<file path="src/rtl/fwuart_pkg.sv">
// fwuart_pkg: shared types and helpers for the fwuart transmit-side blocks.
//   state_t   : arbiter FSM states (IDLE, XFER, GAP)
//   idx_width : bits needed to hold an index into n items (minimum 1)
//   cnt_width : bits needed to count from 0 to n inclusive (minimum 1)
package fwuart_pkg;

    typedef enum logic [1:0] {
        IDLE = 2'd0,
        XFER = 2'd1,
        GAP  = 2'd2
    } state_t;

    function automatic int unsigned idx_width(input int unsigned n);
        return (n <= 2) ? 1 : $clog2(n);
    endfunction

    function automatic int unsigned cnt_width(input int unsigned n);
        return (n == 0) ? 1 : $clog2(n + 1);
    endfunction

endpackage

</file>
<file path="src/rtl/fwuart_rr_arb.sv">
// fwuart_rr_arb: combinational round-robin pick.
//   req        : request vector, one bit per requester
//   last_grant : index of the most recent winner (lowest priority next)
//   any        : at least one request is set
//   idx        : first set request searching last_grant+1, +2, ... mod N_REQ
module fwuart_rr_arb
    import fwuart_pkg::*;
#(
    parameter int unsigned N_REQ = 4
) (
    input  logic [N_REQ-1:0]             req,
    input  logic [idx_width(N_REQ)-1:0]  last_grant,
    output logic                         any,
    output logic [idx_width(N_REQ)-1:0]  idx
);

    localparam int unsigned IW = idx_width(N_REQ);

    logic [IW-1:0] cand;
    logic          found;

    assign any = |req;

    always_comb begin
        idx   = '0;
        found = 1'b0;
        cand  = '0;
        for (int unsigned k = 1; k <= N_REQ; k++) begin
            cand = IW'((32'(last_grant) + k) % N_REQ);
            if (!found && req[cand]) begin
                idx   = cand;
                found = 1'b1;
            end
        end
    end

endmodule

</file>
<file path="src/rtl/fwuart_tx_arb.sv">
// fwuart_tx_arb: shares one UART transmitter byte port between N_REQ
// byte-stream requesters. A round-robin winner owns the port for a whole
// message, then a forced idle gap precedes the next arbitration. A granted
// requester that stalls for MAX_STALL cycles loses its grant (abort pulse).
//   clock, reset_n : clock and synchronous active-low reset
//   req_data/valid/last, req_ready : per-requester byte streams
//   tx_data/tx_valid/tx_ready      : UART transmitter byte port
//   grant_id : current or most recent grant holder
//   busy     : high while transferring or in the idle gap
//   abort    : one-cycle pulse when a stalled grant is revoked
module fwuart_tx_arb
    import fwuart_pkg::*;
#(
    parameter int unsigned N_REQ      = 4,
    parameter int unsigned GAP_CYCLES = 16,
    parameter int unsigned MAX_STALL  = 1024
) (
    input  logic                         clock,
    input  logic                         reset_n,
    input  logic [8*N_REQ-1:0]           req_data,
    input  logic [N_REQ-1:0]             req_valid,
    input  logic [N_REQ-1:0]             req_last,
    output logic [N_REQ-1:0]             req_ready,
    output logic [7:0]                   tx_data,
    output logic                         tx_valid,
    input  logic                         tx_ready,
    output logic [idx_width(N_REQ)-1:0]  grant_id,
    output logic                         busy,
    output logic                         abort
);

    localparam int unsigned IW = idx_width(N_REQ);
    localparam int unsigned SW = cnt_width(MAX_STALL);
    localparam int unsigned GW = cnt_width(GAP_CYCLES);

    // Timeout fires on the cycle the stall count would reach MAX_STALL.
    localparam logic [SW-1:0] STALL_LAST = SW'((MAX_STALL == 0) ? 0 : MAX_STALL - 1);
    localparam logic [GW-1:0] GAP_LAST   = GW'((GAP_CYCLES == 0) ? 0 : GAP_CYCLES - 1);
    localparam state_t        END_STATE  = (GAP_CYCLES == 0) ? IDLE : GAP;

    state_t         state, state_nx;
    logic [IW-1:0]  grant_q, grant_nx;
    logic [IW-1:0]  last_q, last_nx;
    logic [SW-1:0]  stall_q, stall_nx;
    logic [GW-1:0]  gap_q, gap_nx;

    logic           rr_any;
    logic [IW-1:0]  rr_idx;
    logic [7:0]     data_arr [N_REQ];
    logic           g_valid;
    logic           g_last;

    fwuart_rr_arb #(.N_REQ(N_REQ)) u_rr (
        .req        (req_valid),
        .last_grant (last_q),
        .any        (rr_any),
        .idx        (rr_idx)
    );

    for (genvar i = 0; i < N_REQ; i++) begin : g_data
        assign data_arr[i] = req_data[8*i +: 8];
    end

    assign g_valid  = req_valid[grant_q];
    assign g_last   = req_last[grant_q];
    assign tx_data  = data_arr[grant_q];
    assign grant_id = grant_q;
    assign busy     = (state != IDLE);

    always_comb begin
        state_nx  = state;
        grant_nx  = grant_q;
        last_nx   = last_q;
        stall_nx  = stall_q;
        gap_nx    = gap_q;
        tx_valid  = 1'b0;
        req_ready = '0;
        abort     = 1'b0;
        case (state)
            IDLE: begin
                stall_nx = '0;
                gap_nx   = '0;
                if (rr_any) begin
                    grant_nx = rr_idx;
                    state_nx = XFER;
                end
            end
            XFER: begin
                tx_valid = g_valid;
                req_ready[grant_q] = tx_ready && g_valid;
                if (g_valid) begin
                    stall_nx = '0;
                    if (tx_ready && g_last) begin
                        last_nx  = grant_q;
                        state_nx = END_STATE;
                    end
                end else if (stall_q >= STALL_LAST) begin
                    abort    = 1'b1;
                    last_nx  = grant_q;
                    state_nx = END_STATE;
                end else begin
                    stall_nx = (stall_q == '1) ? stall_q : stall_q + 1'b1;
                end
            end
            GAP: begin
                if (gap_q >= GAP_LAST) begin
                    gap_nx   = '0;
                    state_nx = IDLE;
                end else begin
                    gap_nx = gap_q + 1'b1;
                end
            end
            default: state_nx = IDLE;
        endcase
    end

    always_ff @(posedge clock) begin
        if (!reset_n) begin
            state   <= IDLE;
            grant_q <= '0;
            last_q  <= IW'(N_REQ - 1);
            stall_q <= '0;
            gap_q   <= '0;
        end else begin
            state   <= state_nx;
            grant_q <= grant_nx;
            last_q  <= last_nx;
            stall_q <= stall_nx;
            gap_q   <= gap_nx;
        end
    end

endmodule

</file>
<file path="config.mk">
export PLATFORM = sky130hd
export DESIGN_NAME = fwuart_tx_arb
export DESIGN_NICKNAME = d
export VERILOG_FILES = /design/src/rtl/fwuart_pkg.sv /design/src/rtl/fwuart_rr_arb.sv /design/src/rtl/fwuart_tx_arb.sv
export SDC_FILE = /design/constraint.sdc
export NUM_CORES = 1
export LEC_CHECK = 0
export CELL_PAD_IN_SITES_DETAIL_PLACEMENT = 1
export CELL_PAD_IN_SITES_GLOBAL_PLACEMENT = 2
export CORE_ASPECT_RATIO = 1.2
export CORE_UTILIZATION = 35
export CTS_CLUSTER_DIAMETER = 120
export CTS_CLUSTER_SIZE = 8
export DETAILED_ROUTE_END_ITERATION = 12
export DONT_BUFFER_PORTS = 1
export PLACE_DENSITY_LB_ADDON = 0.08
export SYNTH_ARGS = -nofsm -noshare
export SYNTH_HDL_FRONTEND = slang
export SYNTH_SLANG_ARGS = --single-unit
</file>
<file path="constraint.sdc">
create_clock -name clock -period 2.7 [get_ports clock]
set_input_delay 0.27 -clock clock [delete_from_list [all_inputs] [get_ports clock]]
set_output_delay 0.27 -clock clock [all_outputs]
set_load 0.02 [all_outputs]
</file>
# ---- Word level (Yosys, flattened, before mapping)
# Cells that the tools add are included.
dict set report totals {
  register_bits 22
  inputBits 43
  output_inout_bits 17
  word_cells 95
}
dict set report op_classes {
  n_addsub 6
  n_lt_le_gt_ge 9
  n_eq_ne 10
  muxes 44
  bitwise 2
  reduce_logical 19
}
# cell count
set op_table {}
lappend op_table {{$mux W11} 3}
lappend op_table {{$mux W2} 12}
lappend op_table {{$pmux W11 S2} 1}
lappend op_table {{$bmux W8 S2} 1}
lappend op_table {{$mux W8} 2}
lappend op_table {{$lt A2 B3 Y1 const B} 5}
lappend op_table {{$mux W1} 14}
lappend op_table {{$bmux W1 S2} 6}
lappend op_table {{$ne A3 B3 Y1 const B} 4}
lappend op_table {{$add A11 B1 Y11 const B} 1}
lappend op_table {{$eq A11 B11 Y1 const B} 1}
lappend op_table {{$ge A11 B10 Y1 const B} 1}
lappend op_table {{$pmux W5 S2} 1}
lappend op_table {{$reduce_bool A2 Y1} 4}
lappend op_table {{$logic_and A1 B1 Y1} 6}
lappend op_table {{$pmux W2 S3} 1}
lappend op_table {{$reduce_and A3 Y1} 2}
lappend op_table {{$add A5 B1 Y5 const B} 1}
lappend op_table {{$ge A5 B4 Y1 const B} 1}
lappend op_table {{$mux W5} 1}
lappend op_table {{$add A2 B1 Y2 const B} 2}
lappend op_table {{$add A2 B2 Y2 const B} 2}
lappend op_table {{$and A4 B4 Y4} 1}
lappend op_table {{$mux W4} 1}
lappend op_table {{other kinds (13)} 16}

# ---- Depth between registers and ports, before layout
# Gate-level depths: netlist of the first run.
dict set report logic_depth {
  depth_word 13
  ltp_mapped 8
  ltp_nobuf 8
}

# ---- By module
# A second synthesis of the first run with hierarchy kept.
dict set report unflattened {
  hier_cells 173
  area_unflattened_um2 1569.0
}
# mod n_inst cells_per_inst area_per_inst_um2 seq_area_each_um2
set modules_own_cells {}
lappend modules_own_cells {fwuart_tx_arb 1 159 1487.7 440.4}
lappend modules_own_cells {fwuart_rr_arb 1 14 81.3 0.0}

# ---- Worst setup path after synthesis of the first run
# OpenSTA, ideal clock, no wires.
dict set report synth_timing {
  path_kind {register to output}
  from {register grant_q[0] (netlist: grant_id[0])}
  to {output req_ready[2]}
  arrival_ps 1911
  path_slack_ps 519
  path_stages_with_launch 6
  n_path_buf 1
  path_cell_list {dfxtp_1 > buf_6 > mux4_2 > and2_1 > nand2_1 > nor3b_1}
}
dict set report synth_between {
  elab_chain_len 6
  word_cells_on_any_way 10
  cone_classes {order compare (2); mux (5); bitwise (1); reduce/logical (2)}
}
# element line_no
set synth_rtl {}
lappend synth_rtl {{start, declared} fwuart_tx_arb.sv:42} ;# logic [IW-1:0] grant_q, grant_nx;
lappend synth_rtl {{start signal, assigned} fwuart_tx_arb.sv:126} ;# grant_q <= grant_nx;
lappend synth_rtl {{$lt A2 B3 Y1 (not written as such) / $ge A2 B1 Y1 (equally long branches)} fwuart_tx_arb.sv:90} ;# req_ready[grant_q] = tx_ready && g_valid;
lappend synth_rtl {{$logic_and A1 B1 Y1} fwuart_tx_arb.sv:90}
lappend synth_rtl {{$mux W1 (not written as such)} fwuart_tx_arb.sv:90}
lappend synth_rtl {{$demux W1 S2} fwuart_tx_arb.sv:90}
lappend synth_rtl {{$and A4 B4 Y4 (no source line) (*)} --}
lappend synth_rtl {{$mux W4 (*)} fwuart_tx_arb.sv:79} ;# case (state)
lappend synth_rtl {{end, declared} fwuart_tx_arb.sv:23} ;# output logic [N_REQ-1:0] req_ready,
# Every way passes the cells marked *; elsewhere a longest branch is shown, timed or not. The select of a mux whose other input is x is not followed.

# ---- Worst setup path after layout of the first run
dict set report layout_timing {
  from {register grant_q[0] (netlist: grant_id[0])}
  to {output req_ready[0]}
}
# The elaborated chain is that of the path after synthesis.

==> results of run 1 <==
-- layout make-up --
cell class,instances,area (µm²)
clock buffer,4,55.05
sequential,22,440.4
timing repair buffer,7,52.55
fill,480,2406
tap,54,67.56
multi-input combinational,137,991.0
inverter,6,22.52
-- per-layer routing --
layer	track usage	wire (µm)	up-vias
met5	0	0	-
met4	0.06420	51	0
met3	0.04049	227	5
met2	0.3441	2077	47
met1	0.2557	1786	641
li1	-	-	658
-- worst reg2reg max path: stages (launching register included) --
cell and delay (ns):
dfxtp_1 0.36, ha_1 0.24, and3_1 0.19, ha_1 0.18, nor4b_1 0.31, and2_1 0.31
nor2_1 0.08, a211oi_1 0.22
-- per-stage QoR --
step / instances / worst slack (ns) / util / hold WS, ns
global placement: 226 / 0.8071 / 0.3901 / 0.3396
finish: 230 / 0.6076 / 0.4037 / 0.06351
CTS: 230 / 0.6057 / 0.4037 / 0.06088
global route: 230 / 0.4209 / 0.4037 / 0.06054
detailed placement: 226 / 0.7412 / 0.3901 / 0.3398
floorplan: 174 / 0.5192 / - / 0.4596
-- worst max-delay path by stage --
stage | start | endpoint | cells after the start
3_5_place_dp | grant_id[0] | last_q[1] | 5
4_1_cts | grant_id[0] | req_ready[0] | 5
3_3_place_gp | grant_id[0] | last_q[1] | 5
6_report | grant_id[0] | req_ready[0] | 5
2_1_floorplan | grant_id[0] | req_ready[2] | 5
5_1_grt | state[0] | req_ready[2] | 5
-- synth_stat cells, drive strengths merged (4+ instances only) --
master and count:
dfxtp 22, nand2 19, nor2 14, a21oi 13, o21ai 13, mux4 10, nand4 7, nor3 7
inv 6, nand3 6, and2 5, clkbuf 5, buf 4, nor2b 4, nor3b 4
-- sequential cells by signal (all words and copies together) (netlist names) --
register  cells
stall_q      11
gap_q         5
grant_id      2
state         2
last_q        2
-- cells by family after synthesis --
kind of cell	share of synthesized area
multiplexers	0.1631
AO/OA/AOI/OAI	0.1988
adder cells (fa/ha/maj)	0.02496
buffers and inverters	0.04825
AND/OR/NAND/NOR	0.2662
flip-flops	0.2928
XOR/XNOR	0.005825
-- placed cells by master (no fill, tap or decap), drive strengths merged, types with 2 or more instances in the layout --
master  count
mux2i       2
nor3        7
o211ai      2
ha          3
buf         7
a31oi       2
or3         2
a21oi      13
nand2      19
nand4       7
nor2       14
nor2b       4
and4        3
clkbuf      4
mux4       10
and2        5
nor3b       4
inv         6
nand3       6
dfxtp      22
a21boi      2
o21ai      13
a31o        2
-- power by group --
group          internal [µW]  switching (µW)
logic                    106             161
clock network            130             121
registers                339            22.1
total                    575             304
==> flow_metrics.env, run 1 <==
export IMPL_ant_nets=0
export IMPL_period_needed_ns=2.092
export IMPL_path_cells="mux4_2 -> and2_1 -> nand2_1 -> nor3_1 -> buf_4"
export IMPL_postSynthAreaPerCell_um2=8.643
export IMPL_synth_ff_type="dfxtp_1"
export IMPL_grt_max_degree=19
export IMPL_drtIter0Drc=51
export IMPL_drtPass1Iterations=4
export IMPL_ys_ff_latch=22
export IMPL_synth_cell_area_mm2=0.001504
export IMPL_clkTransAtPathRegs_ns=0.09
export IMPL_overflow=0
export IMPL_syn_inst=174
export IMPL_path_class="flop to primary output"
export IMPL_vias=1351
export IMPL_synth_yosys_seq_area_share=0.2928
export IMPL_synth_edf_count=0
export IMPL_post_cts_repair_setup_buffers=0
export IMPL_die_width_um=61.84
export IMPL_place_congestion=0.7712
export IMPL_grt_pass1_wl_mm=6.900
export IMPL_numCtsBuffers=3
export IMPL_cts_max_level=1
export IMPL_syn_num_nets=220
export IMPL_async_flop_share=0
export IMPL_synth_area_leaders="dfxtp_1, mux4_2, nand2_1, a21oi_1, o21ai_0"
export IMPL_setup_viol=0
export IMPL_diodes=0
export IMPL_totalWireLength_mm=4.142
export IMPL_wire_per_inst_um=18.01
export IMPL_dp_hpwl_mm=3.302
export IMPL_cpLargestDelayFamily="multiplexers"
export IMPL_drv_slew=0
export IMPL_min_from="reset_n"
export IMPL_cts_tree="yes"
export IMPL_tightest_slew_ns=0.4912
export IMPL_num_rows=25
export IMPL_vias_per_cell=5.874
export IMPL_finalHoldViolCount=0
export IMPL_leakagePower_uw=0.0005469
export IMPL_fp_dieH_um=73.81
export IMPL_clk_latency_ns=0.27
export IMPL_cts_max_path_buffers=2
export IMPL_io_pins=60
export IMPL_skew_ns=0.003160
export IMPL_cts_repair_resized=0
export IMPL_dieArea_mm2=0.004564
export IMPL_r2r_slack_ns=0.71
export IMPL_crit_path_top_delay_cell="mux4_2"
export IMPL_r2r_end="state[1]"
export IMPL_cpPeakStageDelay_ns=0.59
export IMPL_holdCritPathClass="input pin to flop"
export IMPL_nets=223
export IMPL_critPathMaxFanout=8
export IMPL_r2r_start="gap_q[0]"
export IMPL_ff2ff_path_depth=7
export IMPL_cp_end_kind="primary output"
export IMPL_drive_gt1_frac=0.1534
export IMPL_status="completed"
export IMPL_powerDensity_mw_per_mm2=539.8
export IMPL_cap_viol_max_count=0
export IMPL_hold_end="last_q[1]"
export IMPL_design_area_mm2=0.001629
export IMPL_areaGrowthSynthToFinish_pct=8.319
export IMPL_crit_arrival_ns=1.82
export IMPL_cts_root_buffer="clkbuf_8"
export IMPL_rsz0062_at_grt="false"
export IMPL_whs_path_depth=1
export IMPL_synth_top_area_cell="dfxtp_1"
export IMPL_cts_hold_buffers=0
export IMPL_placement_io_buffers=0
export IMPL_core_area_mm2=0.004035
export IMPL_placed_area_mm2=0.001574
export IMPL_fin_setup_tns_ns=0
export IMPL_start_kind="flop"
export IMPL_crit_buf_inv=1
export IMPL_antenna_found_initial=0
export IMPL_fin_crit_sh=0.7750
export IMPL_drc_errors=0
export IMPL_track_usage=0.2038
export IMPL_total_power_uw=879.4
export IMPL_relSlewSlack=0.6695
export IMPL_grt_pass1_vias=1475
export IMPL_critPathRequiredTime_ns=2.43
export IMPL_peakVddDrop_mv=0.1821
export IMPL_yosys_warnings=0
export IMPL_initial_core_util=0.3727
export IMPL_max_freq_ghz=0.4779
export IMPL_yosysTopAreaCellShare=0.2928
export IMPL_clock_sinks=22
export IMPL_yosysUniqueCellTypes=44
Power figures use the tool's default switching activity.
==> run 2: changes to the inputs <==
Clock period 2.7 ns to 2.1 ns, I/O delays scaled along.
==> run 2 against run 1 <==
Against the previous run: cell count increased by 3.0%; die area unchanged; via count increased by 2.8%; non-clock buffer count increased by 8; critical path type unchanged; largest cell class unchanged.
==> flow_metrics.env, run 2 (synthesis results as in run 1) <==
export IMPL_fp_dieH_um=73.81
export IMPL_cts_max_level=1
export IMPL_largest_reg_flops=11
export IMPL_start_kind="flop"
export IMPL_whs_path_depth=1
export IMPL_drive_gt1_frac=0.2022
export IMPL_place_ws_ns=0.2040
export IMPL_grt_pass1_wl_mm=6.948
export IMPL_layout_commonest_cell="dfxtp_1"
export IMPL_cp_end_kind="primary output"
export IMPL_diodes=0
export IMPL_areaGrowthSynthToFinish_pct=11.73
export IMPL_vias_per_cell=5.861
export IMPL_status="completed"
export IMPL_finalHoldViolCount=0
export IMPL_clk_latency_ns=0.26
export IMPL_overflow=0
export IMPL_clkTransAtPathRegs_ns=0.08
export IMPL_dp_hpwl_mm=3.498
export IMPL_grt_use_met2=0.3560
export IMPL_holdCritPathClass="input pin to flop"
export IMPL_rsz0062_at_grt="false"
export IMPL_met1_usage=0.2707
export IMPL_min_from="reset_n"
export IMPL_path_class="flop to primary output"
export IMPL_drv_slew=0
export IMPL_num_rows=25
export IMPL_place_congestion=0.7812
export IMPL_nets=231
export IMPL_critPathMaxFanout=5
export IMPL_crit_path_top_delay_cell="mux4_2"
export IMPL_antenna_found_initial=0
export IMPL_cts_tree="yes"
export IMPL_tightest_slew_ns=0.5515
export IMPL_hold_end="last_q[1]"
export IMPL_die_width_um=61.84
export IMPL_r2r_end="stall_q[4]"
export IMPL_clock_sinks=22
export IMPL_ff2ff_path_depth=6
export IMPL_placement_io_buffers=0
export IMPL_totalWireLength_mm=4.370
export IMPL_met3_usage=0.03697
export IMPL_most_common_layout_cells="dfxtp_1, nand2_1, buf_4"
export IMPL_fin_ws_ns=0.1115
export IMPL_critPathRequiredTime_ns=1.89
export IMPL_numCtsBuffers=3
export IMPL_r2r_slack_ns=0.17
export IMPL_vias=1389
export IMPL_fin_crit_sh=0.9469
export IMPL_ant_nets=0
export IMPL_grt_pass1_vias=1397
export IMPL_cts_root_buffer="clkbuf_8"
export IMPL_wire_per_inst_um=18.44
export IMPL_crit_arrival_ns=1.78
export IMPL_max_freq_ghz=0.5029
export IMPL_drtPass1Iterations=4
export IMPL_cpPeakStageDelay_ns=0.55
export IMPL_post_place_cells=232
export IMPL_cap_viol_max_count=0
export IMPL_core_area_mm2=0.004035
export IMPL_peakVddDrop_mv=0.3101
export IMPL_cts_max_path_buffers=2
export IMPL_skew_ns=0.002184
export IMPL_fin_cells=237
export IMPL_busiest_layer="met2"
export IMPL_io_pins=60
export IMPL_dieArea_mm2=0.004564
export IMPL_setup_viol=0
export IMPL_period_needed_ns=1.988
export IMPL_leakagePower_uw=0.0005815
export IMPL_grt_max_degree=19
export IMPL_r2r_start="grant_id[0]"
export IMPL_track_usage=0.2066
export IMPL_hold_ws_ns=0.02587
export IMPL_top_regs="stall_q x11, gap_q x5"
export IMPL_path_cells="mux4_2 -> nand2b_2 -> nor2_1 -> buf_4"
export IMPL_relSlewSlack=0.6292
export IMPL_cts_hold_buffers=0
export IMPL_top_register="stall_q"
export IMPL_initial_core_util=0.3727
export IMPL_drtIter0Drc=43
export IMPL_powerDensity_mw_per_mm2=660.0
export IMPL_drc_errors=0
export IMPL_fillers=482
[run 2: cell type report]
cell class	count	area, µm²	area share
clock buffer	3	41.29	0.02457
timing repair buffer	15	112.6	0.06701
sequential	22	441.7	0.2628
tap	54	67.56	0.04021
multi-input combinational	137	994.7	0.5920
inverter	6	22.52	0.01340
[run 2: through the flow]
step	TNS, ns	util	power [µW]	instance area [µm²]
4_1_cts	0	0.4152	1115	1675
3_3_place_gp	0	0.4012	827.2	1619
2_1_floorplan	-0.02588	-	773.6	1504
3_5_place_dp	0	0.4012	837.1	1619
6_report	0	0.4164	1109	1680
5_1_grt	0	0.4164	1165	1680
[run 2: worst max-delay path by stage]
stage / startpoint / end / slack [ns] / depth (start not counted)
floorplan: grant_id[0] / req_ready[2] / -0.02 / 5
global placement: gap_q[0] / state[1] / 0.21 / 7
detailed placement: grant_id[0] / last_q[1] / 0.20 / 5
CTS: grant_id[0] / abort / 0.06 / 4
global route: state[1] / req_ready[1] / 0.01 / 5
finish: grant_id[0] / abort / 0.11 / 4
[run 2: where the power goes]
group          internal [µW]  switching, µW
clock network            128            139
registers                437           20.5
logic                    157            227
total                    722            387
[run 2: timing repair]
action,4_1_cts,5_1_grt
buffers inserted,2,0
gates cloned,0,0
gates resized for setup,0,3
setup endpoints to repair,3,4
hold endpoints to repair,0,0
[run 2: worst max-delay path, delay by kind of cell, from the launching register on]
kind | cells | cell delay (ns)
mux | 1 | 0.55
simple gates | 2 | 0.43
flops | 1 | 0.37
buf+inv | 1 | 0.17
[run 2: layer usage]
| metal | wire [µm] | vias up |
|---|---|---|
| li1 | - | 676 |
| met4 | 17 | 0 |
| met5 | 0 | - |
| met3 | 213 | 2 |
| met2 | 2220 | 41 |
| met1 | 1919 | 670 |
==> run 3: changes to the inputs <==
Settings changed: CTS_CLUSTER_SIZE 8 to default, PLACE_DENSITY_LB_ADDON 0.08 to 0.1.
Clock period 2.1 ns to 2.3 ns, I/O delays scaled along.
==> run 3 against run 2 <==
Against the previous run: first-iteration DRC count down 51%; routed wire length shrank 4.8%; sequential power decreased by 9.4%; die area is the same; clock-buffer cell count increased by 1; sequential share of layout area rose by 0.50 points; global-route usage is 0.42 points lower; register-to-register slack better by 0.18 ns; combinational power shrank 13%.
==> flow_metrics.env, run 3 (synthesis results as in run 1) <==
export IMPL_ant_nets=0
export IMPL_p_comb_frac=0.320
export IMPL_overflow=0
export IMPL_cp_end_kind="primary output"
export IMPL_totalWireLength_mm=4.162
export IMPL_fp_dieH_um=73.81
export IMPL_cts_tree="yes"
export IMPL_p_int_uw=684.9
export IMPL_drc_errors=0
export IMPL_top_regs="stall_q x11, gap_q x5"
export IMPL_post_cts_repair_setup_buffers=0
export IMPL_fin_crit_sh=0.9011
export IMPL_drv_slew=0
export IMPL_drtPass1Iterations=4
export IMPL_powerDensity_mw_per_mm2=638.9
export IMPL_fin_setup_tns_ns=0
export IMPL_total_power_uw=1050
export IMPL_grt_max_degree=19
export IMPL_hold_end="last_q[1]"
export IMPL_layout_commonest_cell="dfxtp_1"
export IMPL_cts_repair_resized=0
export IMPL_placed_area_mm2=0.001589
export IMPL_nets=225
export IMPL_most_common_layout_cells="dfxtp_1, nand2_1, nor2_1"
export IMPL_die_width_um=61.84
export IMPL_setup_viol=0
export IMPL_vias=1372
export IMPL_io_pins=60
export IMPL_cts_hold_buffers=0
export IMPL_clock_sinks=22
export IMPL_start_kind="flop"
export IMPL_placement_io_buffers=0
export IMPL_cap_viol_max_count=0
export IMPL_leakagePower_uw=0.0005570
export IMPL_max_freq_ghz=0.4825
export IMPL_largest_reg_flops=11
export IMPL_relSlewSlack=0.6651
export IMPL_dp_hpwl_mm=3.327
export IMPL_peakVddDrop_mv=0.3035
export IMPL_finalHoldViolCount=0
export IMPL_cts_root_buffer="clkbuf_8"
export IMPL_utilization=0.4074
export IMPL_r2r_slack_ns=0.35
export IMPL_grt_pass1_wl_mm=6.886
export IMPL_cts_max_level=1
export IMPL_min_from="reset_n"
export IMPL_core_area_mm2=0.004035
export IMPL_seq_power_share=0.395
export IMPL_skew_ns=0.003850
export IMPL_top_register="stall_q"
export IMPL_diodes=0
export IMPL_status="completed"
export IMPL_period_needed_ns=2.073
export IMPL_track_usage=0.2024
export IMPL_path_class="flop to primary output"
export IMPL_power_switching_uw=365.4
export IMPL_post_place_cells=228
export IMPL_clk_latency_ns=0.27
export IMPL_crit_path_top_delay_cell="mux4_2"
export IMPL_dieArea_mm2=0.004564
export IMPL_rsz0062_at_grt="false"
export IMPL_whs_path_depth=1
export IMPL_critPathMaxFanout=8
export IMPL_antenna_found_initial=0
export IMPL_crit_arrival_ns=1.84
export IMPL_critPathRequiredTime_ns=2.07
export IMPL_drive_gt1_frac=0.1629
export IMPL_switching_share=0.3479
export IMPL_cts_max_path_buffers=2
export IMPL_areaGrowthSynthToFinish_pct=9.318
export IMPL_place_congestion=0.8047
export IMPL_r2r_start="gap_q[0]"
export IMPL_cpPeakStageDelay_ns=0.61
export IMPL_clkPwrFrac=0.286
export IMPL_initial_core_util=0.3727
export IMPL_tightest_slew_ns=0.4981
export IMPL_numCtsBuffers=3
export IMPL_path_cells="mux4_2 -> nand2b_1 -> nor2_1 -> buf_4"
export IMPL_num_rows=25
export IMPL_fin_cells=232
export IMPL_ff2ff_path_depth=7
export IMPL_drtIter0Drc=21
export IMPL_wire_per_inst_um=17.94
export IMPL_design_area_mm2=0.001644
export IMPL_r2r_end="state[1]"
export IMPL_grt_pass1_vias=1435
export IMPL_clkTransAtPathRegs_ns=0.09
export IMPL_holdCritPathClass="input pin to flop"
export IMPL_vias_per_cell=5.914
==> run 3: changes by cell type in the layout (fill, tap and decap cells not counted), sizes merged <==
cell    before  now
buf         15    9
clkbuf       3    4
==> run 3: final cells by class <==
cell class | count | area, µm²
flip-flops and latches | 22 | 440.4
inverters | 6 | 22.52
clock buffers | 4 | 55.05
well taps | 54 | 67.56
multi-input cells | 137 | 991.0
fillers | 487 | 2391
repair buffers | 9 | 67.56
==> run 3: power groups by stage <==
stage | Sequential [µW] | Combinational (µW) | Clock, µW
6_report | 414 | 336 | 300
5_1_grt | 418 | 364 | 319
4_1_cts | 415 | 340 | 303
3_5_place_dp | 424 | 339 | 0
3_3_place_gp | 422 | 334 | 0
2_1_floorplan | 423 | 283 | 0
==> run 3: worst max path at each step <==
stage | startpoint | end | slack, ns | cells past startpoint
floorplan | grant_id[0] | req_ready[2] | 0.16 | 5
global placement | gap_q[0] | gap_q[3] | 0.42 | 7
detailed placement | gap_q[0] | state[1] | 0.35 | 7
CTS | grant_id[0] | req_ready[0] | 0.20 | 5
global route | gap_q[0] | state[1] | 0.12 | 7
finish | grant_id[0] | abort | 0.23 | 4
==> run 3: metrics by stage <==
stage,setup WS (ns),hold WS (ns)
6_report,0.2275,0.01944
5_1_grt,0.1195,0.01535
4_1_cts,0.1992,0.02284
3_5_place_dp,0.3539,0.3035
3_3_place_gp,0.4222,0.2975
2_1_floorplan,0.1592,0.4312
==> run 3: worst max-delay path: cells and delay by family (launching register included) <==
family,cells,cell delay (ns)
mux,1,0.61
simple gates,2,0.44
flops,1,0.37
buf+inv,1,0.15
==> run 3: routing by layer <==
metal,vias up,routed length [µm],share of wire,GRT usage
met5,-,0,0,0
met4,0,29,0.0070,0.03457
met3,4,229,0.055,0.04930
met2,42,2026,0.49,0.3429
met1,663,1877,0.45,0.2604
li1,663,-,-,-
